`src/rtl/wdt_pkg.sv`:
```
// Shared types and default constants for the watchdog controller.
package wdt_pkg;

    typedef enum logic [1:0] {
        IDLE  = 2'd0,
        COUNT = 2'd1,
        WARN  = 2'd2,
        BITE  = 2'd3
    } wdt_state_t;

    localparam int unsigned WDT_DEF_TIMEOUT = 32'd1000;
    localparam int unsigned WDT_BITE_LEN    = 16;

endpackage

```
`src/rtl/wdt_bite_gen.sv`:
```
// Pulse stretcher: a start strobe holds busy high for exactly BITE_LEN cycles,
// with done flagging the final busy cycle.
module wdt_bite_gen #(
    parameter int BITE_LEN = 16
) (
    input  logic clk,
    input  logic rstn,
    input  logic start,
    output logic busy,
    output logic done
);

    localparam int CW = (BITE_LEN > 1) ? $clog2(BITE_LEN) : 1;
    localparam logic [CW-1:0] LAST = CW'(BITE_LEN - 1);

    logic [CW-1:0] cnt_q;
    logic          busy_q;

    always_ff @(posedge clk or negedge rstn) begin
        if (!rstn) begin
            busy_q <= 1'b0;
            cnt_q  <= '0;
        end else if (start) begin
            busy_q <= 1'b1;
            cnt_q  <= LAST;
        end else if (busy_q) begin
            if (cnt_q == '0) begin
                busy_q <= 1'b0;
            end else begin
                cnt_q <= cnt_q - CW'(1);
            end
        end
    end

    assign busy = busy_q;
    assign done = busy_q && (cnt_q == '0);

endmodule

```
`src/rtl/watchdog_timer_ctrl.sv`:
```
// Watchdog sequencer: kick-reloaded down-counter with optional warning
// interrupt and a fixed-length bite (reset request) on expiry.
module watchdog_timer_ctrl
    import wdt_pkg::*;
#(
    parameter int          CNT_WIDTH   = 32,
    parameter int          BITE_LEN    = WDT_BITE_LEN,
    parameter int unsigned DEF_TIMEOUT = WDT_DEF_TIMEOUT
) (
    input  logic                 clk,
    input  logic                 rstn,
    input  logic                 enable,
    input  logic                 kick,
    input  logic                 cfg_valid,
    output logic                 cfg_ready,
    input  logic [CNT_WIDTH-1:0] cfg_timeout,
    input  logic [CNT_WIDTH-1:0] cfg_warn,
    output logic                 warn_irq,
    output logic                 wdt_bite,
    output logic [CNT_WIDTH-1:0] cnt_out,
    output logic [1:0]           state_out
);

    localparam logic [CNT_WIDTH-1:0] RST_TIMEOUT = CNT_WIDTH'(DEF_TIMEOUT);

    wdt_state_t           state_q, state_d;
    logic [CNT_WIDTH-1:0] cnt_q, cnt_d;
    logic [CNT_WIDTH-1:0] timeout_q, timeout_d;
    logic [CNT_WIDTH-1:0] warn_q, warn_d;
    logic                 warn_irq_q, warn_irq_d;
    logic [CNT_WIDTH-1:0] cfg_timeout_eff;
    logic [CNT_WIDTH-1:0] cnt_dec;
    logic                 warn_en;
    logic                 bite_start, bite_busy, bite_done;

    // A zero timeout would expire before it could ever be kicked; clamp to 1.
    assign cfg_timeout_eff = (cfg_timeout == '0) ? CNT_WIDTH'(1) : cfg_timeout;
    assign cnt_dec         = (cnt_q == '0) ? '0 : cnt_q - CNT_WIDTH'(1);
    assign warn_en         = (warn_q != '0) && (warn_q < timeout_q);

    always_ff @(posedge clk or negedge rstn) begin
        if (!rstn) begin
            state_q    <= IDLE;
            cnt_q      <= RST_TIMEOUT;
            timeout_q  <= RST_TIMEOUT;
            warn_q     <= '0;
            warn_irq_q <= 1'b0;
        end else begin
            state_q    <= state_d;
            cnt_q      <= cnt_d;
            timeout_q  <= timeout_d;
            warn_q     <= warn_d;
            warn_irq_q <= warn_irq_d;
        end
    end

    always_comb begin
        state_d    = state_q;
        cnt_d      = cnt_q;
        timeout_d  = timeout_q;
        warn_d     = warn_q;
        warn_irq_d = warn_irq_q;
        bite_start = 1'b0;
        case (state_q)
            IDLE: begin
                warn_irq_d = 1'b0;
                if (cfg_valid) begin
                    timeout_d = cfg_timeout_eff;
                    warn_d    = cfg_warn;
                end
                // Counter tracks the (possibly just written) timeout while idle.
                cnt_d = timeout_d;
                if (enable) begin
                    state_d = COUNT;
                end
            end
            COUNT: begin
                if (!enable) begin
                    state_d    = IDLE;
                    cnt_d      = timeout_q;
                    warn_irq_d = 1'b0;
                end else if (kick) begin
                    cnt_d = timeout_q;
                end else if (cnt_q == '0) begin
                    state_d    = BITE;
                    bite_start = 1'b1;
                end else begin
                    cnt_d = cnt_dec;
                    if (warn_en && (cnt_dec <= warn_q)) begin
                        state_d    = WARN;
                        warn_irq_d = 1'b1;
                    end
                end
            end
            WARN: begin
                if (!enable) begin
                    state_d    = IDLE;
                    cnt_d      = timeout_q;
                    warn_irq_d = 1'b0;
                end else if (kick) begin
                    state_d    = COUNT;
                    cnt_d      = timeout_q;
                    warn_irq_d = 1'b0;
                end else if (cnt_q == '0) begin
                    state_d    = BITE;
                    warn_irq_d = 1'b0;
                    bite_start = 1'b1;
                end else begin
                    cnt_d = cnt_dec;
                end
            end
            BITE: begin
                if (bite_done) begin
                    state_d = IDLE;
                    cnt_d   = timeout_q;
                end
            end
            default: begin
                state_d = IDLE;
            end
        endcase
    end

    wdt_bite_gen #(
        .BITE_LEN (BITE_LEN)
    ) u_bite_gen (
        .clk   (clk),
        .rstn  (rstn),
        .start (bite_start),
        .busy  (bite_busy),
        .done  (bite_done)
    );

    assign cfg_ready = (state_q == IDLE);
    assign warn_irq  = warn_irq_q;
    assign wdt_bite  = bite_busy;
    assign cnt_out   = cnt_q;
    assign state_out = state_q;

endmodule

```
`config.mk`:
```
export PLATFORM = sky130hd
export DESIGN_NAME = watchdog_timer_ctrl
export DESIGN_NICKNAME = d
export VERILOG_FILES = /design/src/rtl/wdt_pkg.sv /design/src/rtl/wdt_bite_gen.sv /design/src/rtl/watchdog_timer_ctrl.sv
export SDC_FILE = /design/constraint.sdc
export NUM_CORES = 1
export LEC_CHECK = 0
export ABC_AREA = 0
export ABC_CLOCK_PERIOD_IN_PS = 5300
export CORE_UTILIZATION = 56
export DETAILED_ROUTE_END_ITERATION = 16
export PLACE_DENSITY = 0.82
export SYNTH_ARGS = -nofsm -noshare
export SYNTH_HDL_FRONTEND = slang
export SYNTH_SLANG_ARGS = --single-unit
```
`constraint.sdc`:
```
create_clock -name clk -period 5.3 [get_ports clk]
set_input_delay 1.06 -clock clk [delete_from_list [all_inputs] [get_ports clk]]
set_output_delay 1.06 -clock clk [all_outputs]
set_load 0.02 [all_outputs]
```
==> flow_metrics.py, run 1 <==
metrics = {
    "place": {
        "gp_congestion": 0.950,
        "hpwl_mm": 15.8,
        "post-place-ws_ps": 692,
        "port_buffers": 105,
    },
    "layout": {
        "multi_input_comb_area_mm2": 0.00412,
        "final_nets": 1096,
        "drive_above_1_share_pct": 6.35,
        "n_antenna_cell": 0,
        "final-seq-area_mm2": 0.00262,
        "post-route-util_pct": 68.7,
        "area_delta_synth_final_pct": 20.0,
        "nFillCells": 1040,
    },
    "critical_path": {
        "cp_common_cell": "nor4_1",
        "start_kind": "register",
        "crit_buf_inv": 0,
        "end_kind": "register",
        "crit_arrival_ps": 5060,
        "crit_path_max_incr_delay_ps": 750,
        "cp_cell_sequence": "or4_1 -> nor4_1 -> and4_4 -> nor2_2 -> ha_1 -> nand4_1 -> nor4_1 -> nand2b_1 -> a31oi_1 -> a211oi_1 -> a311oi_1 -> o21bai_1",
        "crit_slowest_cell": "and4_4",
        "cpLargestDelayFamily": "simple AND/OR/NAND/NOR gates",
        "cp.required_ps": 5540,
        "critical_path_class": "register to register",
        "crit_path_max_fanout": 48,
    },
    "routing": {
        "via_per_inst": 6.04,
        "drc": 0,
        "drtAntennaViolNets": 0,
        "drt_iter0_drc": 1042,
        "totalWireLength_mm": 20.7,
        "wire_per_inst_um": 18.3,
        "dr_total_vias": 6843,
        "firstDrtPassIters": 6,
    },
    "logic_synthesis": {
        "yosys-top-cells-area": "dfrtp_1, ha_1, nand2_1",
        "syn-instance-count": 873,
        "ys_warn_count": 0,
        "synth.avg_cell_area_um2": 8.28,
        "muxShareOfSynthArea_pct": 0.156,
        "synth_top_cell_area_share_pct": 31.9,
        "synth_edf_count": 0,
        "synth-compound-area-share_pct": 20.5,
        "ys_ff_latch": 104,
        "yosysTopAreaCell": "dfrtp_1",
        "ys.flop_type": "dfrtp_1",
        "synth_nets": 1012,
        "synthAdderAreaFrac_pct": 12.1,
        "synth_top_family_by_area": "simple AND/OR/NAND/NOR gates",
        "synth-seq-area-share_pct": 36.2,
        "synth-simple-area-share_pct": 20.6,
        "synth_area_mm2": 0.00723,
        "synthXorXnorAreaFrac_pct": 3.64,
        "yosysUniqueCellTypes": 67,
        "ys_async_sr_fraction_pct": 100,
    },
    "timing": {
        "fin_crit_sh_pct": 90.9,
        "worstMarginPinSlew_ps": 938,
        "final_hold_viol_count": 0,
        "setup_viol": 0,
        "relSlewSlack_pct": 37.5,
        "layout_setup_ws_ps": 481,
        "fin_setup_tns_ps": 0,
        "maxSlewViolCount": 0,
        "min_period_ps": 4820,
        "fin_worst_skew_ps": 5.05,
        "rsz0062_at_grt": "false",
        "fmax_mhz": 208,
    },
    "clock_network": {
        "cts.path.max_buffers": 2,
        "clock_latency_ps": 360,
        "cts.clk_slew.worst_paths_ps": 70,
        "ctsResizeCount": 0,
        "cts_num_sinks": 104,
        "cts-root-buf": "clkbuf_16",
        "cts_hold_buf": 0,
        "post-cts-setup-buffer-count": 0,
        "h-tree-depth": 3,
        "numCtsBuffers": 9,
        "cts_tree": "built",
    },
    "power_and_ir_drop": {
        "powerDensity_mw_per_mm2": 630,
        "leakage_nw": 3.76,
        "ir_drop_v": 0.000273,
    },
    "flow_run": {
        "drv_cap": 0,
    },
    "floorplan": {
        "rows": 41,
        "die_area_mm2": 0.0134,
        "initial_utilization_pct": 57.3,
        "fp.dieW_um": 116,
        "die_h_um": 116,
        "core_mm2": 0.0126,
        "io_pins": 106,
    },
    "global_route": {
        "grt_overflow": 0,
        "track_usage_pct": 32.9,
        "antenna_found_initial": 0,
        "grt_max_degree": 107,
        "grt_pass1_wl_mm": 32.9,
        "grt_pass1_vias": 6158,
    },
    "worst_hold_path": {
        "worst_hold_path_type": "register to register",
    },
    "status": {
        "status": "finished, final reports clean",
    },
}
==> synthesized netlist by cell type, drive strengths merged (6+ instances only) <==
master	n
clkbuf	24
a21oi	44
or4	6
nor2	59
inv	79
dfstp	12
dfrtp	92
nor4	25
buf	15
nor3	13
o22ai	7
o21ai	113
xor2	7
xnor2	23
ha	70
a222oi	22
nand4	17
o31ai	11
nand3	9
nand2	155
==> final timing paths <==
check,startpoint,end,slack (ps),cells after the start
worst max-delay path,cnt_out[21],state_out[1],480,12
worst min-delay path,cnt_out[9],cnt_out[9],510,2
worst max register to register,cnt_out[21],state_out[1],480,12
worst min register to register,cnt_out[9],cnt_out[9],510,2
max in group asynchronous,rstn,cnt_out[22],3520,2
min in group asynchronous,rstn,timeout_q[2],820,1
==> state kept, by name, indices dropped and copies added, names as in the netlist <==
signal	flops
cnt_out	32
state_out	2
timeout_q	32
u_bite_gen.busy	1
u_bite_gen.cnt_q	4
warn_irq	1
warn_q	32
==> power breakdown <==
group	switching, mW	total, mW	internal, mW
Combinational	1.90	3.17	1.26
Sequential	0.385	1.57	1.19
Clock	0.308	0.723	0.415
==> stage by stage <==
stage	hold WS, ps	cells	total power [mW]	area (µm²)
floorplan	485	873	3.60	7230
global placement	494	1118	4.57	8350
detailed placement	502	1118	4.65	8350
CTS	512	1133	5.40	8670
global route	541	1133	5.89	8670
finish	512	1133	5.46	8670
==> logic make-up after synthesis <==
logic type,Yosys count
flops,104
fa+ha+maj,70
xor+xnor,30
buf+inv,118
compound gates,239
mux,1
simple gates,311
==> per-layer routing <==
layer	vias to the layer above	part of all wire [%]	GRT usage, %
met4	0	3.1	13.4
met3	41	10	6.69
met1	3185	44	48.5
met5	-	0	0
met2	347	43	46.9
li1	3270	-	-
==> worst register-to-register path: cells and delay by family, from the launching register on <==
family | cells | cell delay (ps)
adders and majority gates | 1 | 340
and+or+nand+nor | 7 | 2860
AOI/OAI and AO/OA | 4 | 1080
DFF | 1 | 440
==> cell type report <==
type / instances / share of cell area [%]
clock buffer: 9 / 2.60
clock inverter: 6 / 1.07
inverter: 79 / 3.42
multi-input combinational: 651 / 47.6
sequential: 104 / 30.2
tap: 172 / 2.48
timing repair buffer: 112 / 12.7
==> placed cells by master (no fill, tap or decap), drive strengths merged, types with 6 or more instances in the layout <==
master and instances:
nor3 13, o31ai 11, dfstp 12, dfrtp 92, nor2 59, nand2 155, xnor2 23, a222oi 22
nand4 17, o22ai 7, nand3 9, xor2 7, ha 70, or4 6, buf 8, nor4 25
clkbuf 9, a21oi 44, inv 81, clkdlybuf4s50 104, o21ai 113
(Power assumes the default switching activity.)
==> run 2, diff against run 1 <==
--- a/config.mk
+++ b/config.mk
@@ -6,7 +6,7 @@
 export NUM_CORES = 1
 export LEC_CHECK = 0
 export ABC_AREA = 0
-export ABC_CLOCK_PERIOD_IN_PS = 5300
+export ABC_CLOCK_PERIOD_IN_PS = 5500
 export CORE_UTILIZATION = 56
 export DETAILED_ROUTE_END_ITERATION = 16
 export PLACE_DENSITY = 0.82
==> constraint.sdc (replaced) <==
create_clock -name clk -period 5.5 [get_ports clk]
set_input_delay 1.1 -clock clk [delete_from_list [all_inputs] [get_ports clk]]
set_output_delay 1.1 -clock clk [all_outputs]
set_load 0.02 [all_outputs]
==> flow_metrics.py, run 2 (synthesis gave the netlist of run 1 again) <==
metrics = {
    "timing": {
        "min_period_ps": 4690,
        "fin_worst_skew_ps": 6.45,
        "worstMarginPinSlew_ps": 941,
        "fin_setup_tns_ps": 0,
        "fin_crit_sh_pct": 85.3,
        "rsz0062_at_grt": "false",
        "final_hold_viol_count": 0,
        "fmax_mhz": 213,
        "relSlewSlack_pct": 37.1,
        "setup_viol": 0,
        "maxSlewViolCount": 0,
    },
    "global_route": {
        "grt_use_met1_pct": 46.5,
        "antenna_found_initial": 0,
        "track_usage_pct": 32.8,
        "grtUsageMet2_pct": 47.7,
        "met3_usage_pct": 8.89,
        "grt_overflow": 0,
        "grt_busiest_layer": "met2",
        "grt_pass1_vias": 6174,
        "grt_max_degree": 107,
        "grt_pass1_wl_mm": 33.0,
    },
    "routing": {
        "dr_total_vias": 6803,
        "wire_per_inst_um": 18.3,
        "drtAntennaViolNets": 0,
        "drc": 0,
        "firstDrtPassIters": 7,
        "totalWireLength_mm": 20.7,
        "via_per_inst": 6.00,
        "drt_iter0_drc": 929,
    },
    "place": {
        "postPlaceCellArea_mm2": 0.00835,
        "gp_congestion": 0.951,
        "port_buffers": 105,
        "hpwl_mm": 15.8,
    },
    "power_and_ir_drop": {
        "ir_drop_v": 0.000266,
        "p_switching_mw": 2.51,
        "pwr-share-clk_pct": 12.5,
        "combPwrFrac_pct": 58.5,
        "powerDensity_mw_per_mm2": 605,
        "p_sw_share_pct": 48.0,
        "total_power_mw": 5.23,
        "leakage_nw": 3.73,
        "p_int_mw": 2.72,
        "seqPwrFrac_pct": 28.9,
    },
    "layout": {
        "final_common_cell": "nand2_1",
        "finish.instance_area_mm2": 0.00864,
        "drive_above_1_share_pct": 6.24,
        "final_nets": 1095,
        "area_delta_synth_final_pct": 19.6,
        "final-seq-area_mm2": 0.00262,
        "n_antenna_cell": 0,
        "nFillCells": 1078,
        "multi_input_comb_area_mm2": 0.00412,
        "mostFrequentLayoutCells": "nand2_1, clkdlybuf4s50_1, o21ai_0",
    },
    "clock_network": {
        "cts_hold_buf": 0,
        "cts.path.max_buffers": 2,
        "h-tree-depth": 3,
        "cts_tree": "built",
        "numCtsBuffers": 9,
        "ctsResizeCount": 0,
        "cts_num_sinks": 104,
        "post-cts-setup-buffer-count": 0,
        "cts.clk_slew.worst_paths_ps": 70,
        "clock_latency_ps": 360,
        "cts-root-buf": "clkbuf_16",
    },
    "critical_path": {
        "cp_common_cell": "nor4_1",
        "crit_buf_inv": 0,
        "end_kind": "register",
        "crit_path_max_incr_delay_ps": 750,
        "start_kind": "register",
        "cpLargestDelayFamily": "simple AND/OR/NAND/NOR gates",
        "crit_slowest_cell": "and4_4",
        "cp.required_ps": 5750,
        "crit_path_max_fanout": 48,
        "critical_path_class": "register to register",
        "ff2ff_setup_slack_ps": 810,
        "crit_arrival_ps": 4940,
        "cp_cell_sequence": "or4_1 -> nor4_1 -> and4_4 -> nor2_2 -> ha_1 -> nand4_1 -> nor4_1 -> nand2b_1 -> a31oi_1 -> a211oi_1 -> a311oi_1 -> o21bai_1",
    },
    "flow_run": {
        "drv_cap": 0,
    },
    "floorplan": {
        "die_h_um": 116,
        "fp.dieW_um": 116,
        "die_area_mm2": 0.0134,
        "rows": 41,
        "core_mm2": 0.0126,
        "io_pins": 106,
        "initial_utilization_pct": 57.3,
    },
    "status": {
        "status": "finished, final reports clean",
    },
    "worst_hold_path": {
        "worst_hold_path_type": "register to register",
    },
}
-- run 2: cell count changes in the layout (fill, tap and decap cells not counted), sizes merged --
cell	change
buf	-1
clkinvlp	+2
bufinv	-1
inv	-1
clkbuf	+1
-- run 2: cell type report --
cell class | instances | share of cell area, %
flip-flops and latches | 104 | 30.3
inverters | 79 | 3.43
repair buffers | 111 | 12.7
clock inverters | 6 | 0.796
multi-input cells | 651 | 47.7
well taps | 172 | 2.49
clock buffers | 10 | 2.65
-- run 2: final timing paths --
| path | start | to | cells past startpoint |
|---|---|---|---|
| setup / recovery | cnt_out[21] | state_out[1] | 12 |
| hold / removal | cnt_out[7] | cnt_out[7] | 2 |
| setup reg to reg | cnt_out[21] | state_out[1] | 12 |
| hold reg to reg | cnt_out[7] | cnt_out[7] | 2 |
| max in group asynchronous | rstn | timeout_q[21] | 2 |
| min in group asynchronous | rstn | timeout_q[2] | 1 |
-- run 2: tightest hold or removal path: stages, from the launching register on --
cell and delay (ps):
dfstp_2 400, nand2_1 60, o21ai_1 50
-- run 2: through the flow --
step | util, % | std cells | hold WS, ps | setup WS, ps
floorplan | - | 873 | 485 | 1470
global placement | 66.1 | 1117 | 496 | 1090
detailed placement | 66.1 | 1117 | 496 | 960
CTS | 68.5 | 1133 | 507 | 946
global route | 68.5 | 1133 | 529 | 494
finish | 68.5 | 1133 | 507 | 809
-- run 2: layer usage --
metal	vias to the layer above	part of all wire, %
met3	44	11
li1	3277	-
met4	0	2.8
met1	3140	44
met2	342	43
met5	-	0
-- run 2: power by group through the flow --
stage	Sequential [mW]	Combinational, mW	Clock [mW]
global placement	1.50	2.90	0
detailed placement	1.51	2.98	0
finish	1.51	3.06	0.655
CTS	1.50	3.01	0.660
global route	1.56	3.42	0.693
floorplan	1.54	1.93	0
